File: src/rtl/ula_muldiv.sv
// Iterative multiply/divide unit driving the HI/LO register pair.
// One shift-add or restoring shift-subtract step per clock.
module ula_muldiv #(
  parameter int WIDTH = 32
) (
  input  logic             clk,
  input  logic             reset,
  input  logic             start,
  input  logic [2:0]       op,
  input  logic [WIDTH-1:0] In1,
  input  logic [WIDTH-1:0] In2,
  output logic             busy,
  output logic             done,
  output logic             div_by_zero,
  output logic [WIDTH-1:0] hi,
  output logic [WIDTH-1:0] lo
);

  localparam int CW = $clog2(WIDTH);

  localparam logic [1:0] S_IDLE = 2'd0;
  localparam logic [1:0] S_RUN  = 2'd1;
  localparam logic [1:0] S_FIX  = 2'd2;

  localparam logic [2:0] OP_MTHI = 3'b100;
  localparam logic [2:0] OP_MTLO = 3'b101;

  logic [1:0]       r_state;
  logic [CW-1:0]    r_cnt;
  logic [WIDTH-1:0] r_a;
  logic [WIDTH-1:0] r_b;
  logic [WIDTH-1:0] r_m;
  logic             r_div;
  logic             r_negq;
  logic             r_negr;
  logic             r_dz;
  logic             r_done;
  logic             r_dzo;
  logic [WIDTH-1:0] r_hi;
  logic [WIDTH-1:0] r_lo;

  logic             w_signed;
  logic             w_s1;
  logic             w_s2;
  logic [WIDTH-1:0] w_abs1;
  logic [WIDTH-1:0] w_abs2;
  logic [WIDTH:0]   w_add;
  logic [WIDTH:0]   w_sh;
  logic [WIDTH:0]   w_sub;
  logic [2*WIDTH-1:0] w_prod;
  logic [2*WIDTH-1:0] w_prodc;
  logic [WIDTH-1:0] w_q;
  logic [WIDTH-1:0] w_r;

  assign w_signed = ~op[0];
  assign w_s1     = w_signed & In1[WIDTH-1];
  assign w_s2     = w_signed & In2[WIDTH-1];
  assign w_abs1   = w_s1 ? -In1 : In1;
  assign w_abs2   = w_s2 ? -In2 : In2;

  // r_a is the running high half (product) or partial remainder (divide)
  assign w_add = {1'b0, r_a} + (r_b[0] ? {1'b0, r_m} : '0);
  assign w_sh  = {r_a, r_b[WIDTH-1]};
  assign w_sub = w_sh - {1'b0, r_m};

  assign w_prod  = {r_a, r_b};
  assign w_prodc = r_negq ? -w_prod : w_prod;
  assign w_q     = r_negq ? -r_b : r_b;
  assign w_r     = r_negr ? -r_a : r_a;

  always_ff @(posedge clk or posedge reset) begin
    if (reset) begin
      r_state <= S_IDLE;
      r_cnt   <= '0;
      r_a     <= '0;
      r_b     <= '0;
      r_m     <= '0;
      r_div   <= 1'b0;
      r_negq  <= 1'b0;
      r_negr  <= 1'b0;
      r_dz    <= 1'b0;
      r_done  <= 1'b0;
      r_dzo   <= 1'b0;
      r_hi    <= '0;
      r_lo    <= '0;
    end else begin
      r_done <= 1'b0;
      r_dzo  <= 1'b0;
      case (r_state)
        S_IDLE: begin
          if (start && !op[2]) begin
            r_div  <= op[1];
            r_cnt  <= CW'(WIDTH - 1);
            r_negq <= w_s1 ^ w_s2;
            r_negr <= w_s1;
            r_a    <= '0;
            r_dz   <= 1'b0;
            r_state <= S_RUN;
            if (op[1]) begin
              r_m <= w_abs2;
              r_b <= w_abs1;
              if (In2 == '0) begin
                r_dz    <= 1'b1;
                r_a     <= In1;
                r_state <= S_FIX;
              end
            end else begin
              r_m <= w_abs1;
              r_b <= w_abs2;
            end
          end else if (start && op == OP_MTHI) begin
            r_hi <= In1;
          end else if (start && op == OP_MTLO) begin
            r_lo <= In1;
          end
        end
        S_RUN: begin
          if (r_div) begin
            if (!w_sub[WIDTH]) begin
              r_a <= w_sub[WIDTH-1:0];
              r_b <= {r_b[WIDTH-2:0], 1'b1};
            end else begin
              r_a <= w_sh[WIDTH-1:0];
              r_b <= {r_b[WIDTH-2:0], 1'b0};
            end
          end else begin
            r_a <= w_add[WIDTH:1];
            r_b <= {w_add[0], r_b[WIDTH-1:1]};
          end
          r_cnt <= r_cnt - CW'(1);
          if (r_cnt == '0) r_state <= S_FIX;
        end
        S_FIX: begin
          if (r_dz) begin
            r_hi <= r_a;
            r_lo <= '1;
          end else if (r_div) begin
            r_hi <= w_r;
            r_lo <= w_q;
          end else begin
            r_hi <= w_prodc[2*WIDTH-1:WIDTH];
            r_lo <= w_prodc[WIDTH-1:0];
          end
          r_done  <= 1'b1;
          r_dzo   <= r_dz;
          r_state <= S_IDLE;
        end
        default: r_state <= S_IDLE;
      endcase
    end
  end

  assign busy        = (r_state != S_IDLE);
  assign done        = r_done;
  assign div_by_zero = r_dzo;
  assign hi          = r_hi;
  assign lo          = r_lo;

endmodule

File: config.mk
export PLATFORM = sky130hd
export DESIGN_NAME = ula_muldiv
export DESIGN_NICKNAME = d
export VERILOG_FILES = /design/src/rtl/ula_muldiv.sv
export SDC_FILE = /design/constraint.sdc
export NUM_CORES = 1
export LEC_CHECK = 0
export CAP_MARGIN = 15
export CELL_PAD_IN_SITES_DETAIL_PLACEMENT = 1
export CELL_PAD_IN_SITES_GLOBAL_PLACEMENT = 1
export CORE_AREA = 5 5 185 187
export DETAILED_ROUTE_END_ITERATION = 10
export DIE_AREA = 0 0 190 192
export PLACE_DENSITY = 0.86
export SLEW_MARGIN = 5
export SYNTH_ARGS = -nofsm -noshare
export SYNTH_HDL_FRONTEND = slang
export SYNTH_SLANG_ARGS = --single-unit
File: constraint.sdc
create_clock -name clk -period 18.9 [get_ports clk]
set_clock_uncertainty 0.15 [all_clocks]
set_input_delay 3.78 -clock clk [delete_from_list [all_inputs] [get_ports clk]]
set_output_delay 3.78 -clock clk [all_outputs]
set_load 0.05 [all_outputs]
==> metrics.yaml <==
placement:
  post_dp_cell_area_um2: 16800
  io_buffers: 136
  place_congestion: 0.963
  hpwl_um: 49200
  placed_cells: 2428
route:
  drtAntennaViolNets: 0
  via_per_inst: 6.67
  drt_iter0_markers: 1780
  drc: 0
  wl_per_cell_um: 27.1
  dr_total_vias: 16400
  wirelength_um: 66700
  firstDrtPassIters: 5
critical_path:
  rr_startpoint: "r_b[31]"
  cp_slowest_stage_delay_ps: 680
  cp_num_buf_inv: 1
  end_kind: "register"
  worst_path_max_delay_cell: "clkdlybuf4s50_1"
  crit_family: "simple AND/OR/NAND/NOR gates"
  reg2reg_setup_slack_ps: 13570
  crit_path_max_fanout: 7
  start_kind: "input port"
  rr_worst_depth: 12
  crit_chain: "clkdlybuf4s50_1 > or4_1 > nor4_2 > nand4_1 > or4_1 > o21ai_1 > xor2_1 > a21oi_1 > a311o_1"
  crit_arrival_ps: 7140
  r2r-end: "r_a[29]"
  critPathRequiredTime_ps: 19100
  crit_path_start: "In1[3]"
  cpMostUsedCell: "or4_1"
  worstSetupPathType: "input port to register"
grt:
  grt_max_degree: 106
  grt_pass1_wl_um: 101000
  grt_overflow_total: 0
  antenna_found_initial: 2
  grt_pass1_vias: 16500
  grt_usage_pct: 36.0
synthesis:
  synth_cell_types: 82
  synthCells: 1962
  synthArstFlopShare_pct: 100
  postSynthAreaPerCell_um2: 7.77
  yosysTopAreaCell: "dfrtp_1"
  synth_edf_count: 0
  ys_seq_elements: 173
  ys.flop_type: "dfrtp_1"
  syn-cell-area_um2: 15200
  yosys_warnings: 0
  ys_seq_area_share_pct: 28.4
  yosys.area.top_type_share_pct: 28.4
  syn_nets: 2104
  synth_area_leaders: "dfrtp_1 28%, a21oi_1 6.1%, xnor2_1 5.9%"
floorplan:
  die_y_um: 192
  num_rows: 66
  start_util_pct: 47.2
  die_w_um: 190
  io_pins: 137
  die_area_um2: 36500
  core_area_um2: 32300
hold_path:
  min_to: "r_m[5]"
  hp-start: "r_m[5]"
  holdPathStages: 2
  hp-class: "register to register"
timing:
  final_hold_viol_count: 0
  fin_crit_ps: 6940
  finalSetupViolations: 0
  worst_hold_slack_ps: 336
  clock.fmax_mhz: 144
  slew_viol_final: 0
  tightest_slew_ps: 1100
  relSlewSlack_pct: 26.5
  period_share_pct: 36.7
  setup_tns_ps: 0
  rsz0062_at_grt: "no"
clocking:
  clockBufferDepth: 2
  clk_latency_ps: 460
  cts_buffers: 17
  cts_root_buf: "clkbuf_16"
  postCtsSetupBuffers: 0
  cts_sinks: 173
  path_clk_slew_ps: 70
  hold_buffers: 0
  cts_tree: "built"
  htree_levels: 4
  ctsResizeCount: 0
layout:
  postLayoutCellArea_um2: 17500
  syn2layout_area_growth_pct: 14.5
  nets: 2148
  antenna_cells: 0
  drive_above_1_share_pct: 4.16
  final_cells: 2461
  fillers: 3893
status:
  run_status: "complete, no violations"
power_and_ir_drop:
  p_leak_nw: 6.99
  powerDensity_nw_per_um2: 212
  vdd_ir_drop_max_uv: 93.3
flow_run:
  max_cap_viol_count: 0
[placed cells by master (no fill, tap or decap), drive strengths merged, types with 21 or more instances in the layout]
master	Yosys	final
nor4	22	22
nand3	50	50
a21oi	185	185
a22oi	25	25
nand2	184	184
inv	69	74
mux2i	46	46
a31oi	26	26
nor3	47	47
clkdlybuf4s50	0	135
o21ai	214	214
or3	26	26
xor2	65	65
xnor2	103	103
ha	70	70
dfrtp	173	173
nand2b	22	22
o22ai	38	38
nor2	164	164
buf	22	21
o31ai	24	24
[how the worst max path moves through the flow]
| stage | depth (start not counted) | end | slack [ps] |
|---|---|---|---|
| 6_report | 9 | r_b[29] | 11960 |
| 5_1_grt | 9 | r_b[29] | 11830 |
| 4_1_cts | 9 | r_b[29] | 12100 |
| 3_5_place_dp | 9 | r_b[29] | 11630 |
| 3_3_place_gp | 9 | r_b[29] | 11730 |
| 2_1_floorplan | 1 | div_by_zero | 10280 |
[registers in the layout, indices dropped and copies added (netlist names)]
signal and cells:
div_by_zero 1, hi 32, r_negr 1, r_dz 1
r_b 32, r_state 2, lo 32, r_div 1
done 1, r_m 32, r_cnt 5, r_a 32
r_negq 1
[kinds of logic after synthesis]
group	Yosys count	synth area share (%)
AO/OA/AOI/OAI	695	28.3
XOR/XNOR	168	9.65
adder cells (fa/ha/maj)	72	6.01
buffers and inverters	200	5.05
flip-flops	173	28.4
multiplexers	48	3.17
AND/OR/NAND/NOR	606	19.4
[Yosys cell counts, types with 47 or more instances]
library cell    n
a21oi_1       185
nand2_1       184
dfrtp_1       173
nor2_1        164
o21ai_0       143
clkbuf_1      109
xnor2_1       103
o21ai_1        71
ha_1           70
inv_1          69
xor2_1         65
nand3_1        47
[worst register-to-register path: cells and delay by family, from the launching register on]
kind	cells	cell delay, ps
adders and majority gates	2	680
AOI/OAI and AO/OA	5	1630
buffers and inverters	1	100
DFF	1	480
and+or+nand+nor	4	2100
[metal layers]
metal / GRT usage [%] / routed length [um]
met4: 18.1 / 3680
met3: 7.05 / 6290
met2: 56.6 / 29400
met5: 0 / 13
met1: 47.5 / 27300
[power breakdown]
group	internal (W)	switching [W]	total [W]
Combinational	0.000943	0.00155	0.00250
Clock	0.000214	0.000171	0.000386
Sequential	0.000547	0.000273	0.000820
Total	0.00170	0.00200	0.00370
[through the flow]
step	utilization [%]	total power, W	setup WS, ps
floorplan	-	0.00249	10280
global placement	52.1	0.00315	11730
detailed placement	52.1	0.00324	11630
CTS	54.0	0.00364	12100
global route	54.1	0.00392	11830
finish	54.1	0.00370	11960
[final cells by class]
| cell class | count | area [um^2] | share of cell area, % |
|---|---|---|---|
| multi-input combinational | 1589 | 10200 | 58.2 |
| sequential | 173 | 4330 | 24.8 |
| timing repair buffer | 156 | 1530 | 8.74 |
| tap | 442 | 553 | 3.17 |
| clock buffer | 18 | 439 | 2.51 |
| inverter | 69 | 264 | 1.51 |
| clock inverter | 14 | 179 | 1.02 |
Power figures use the tool's default switching activity.
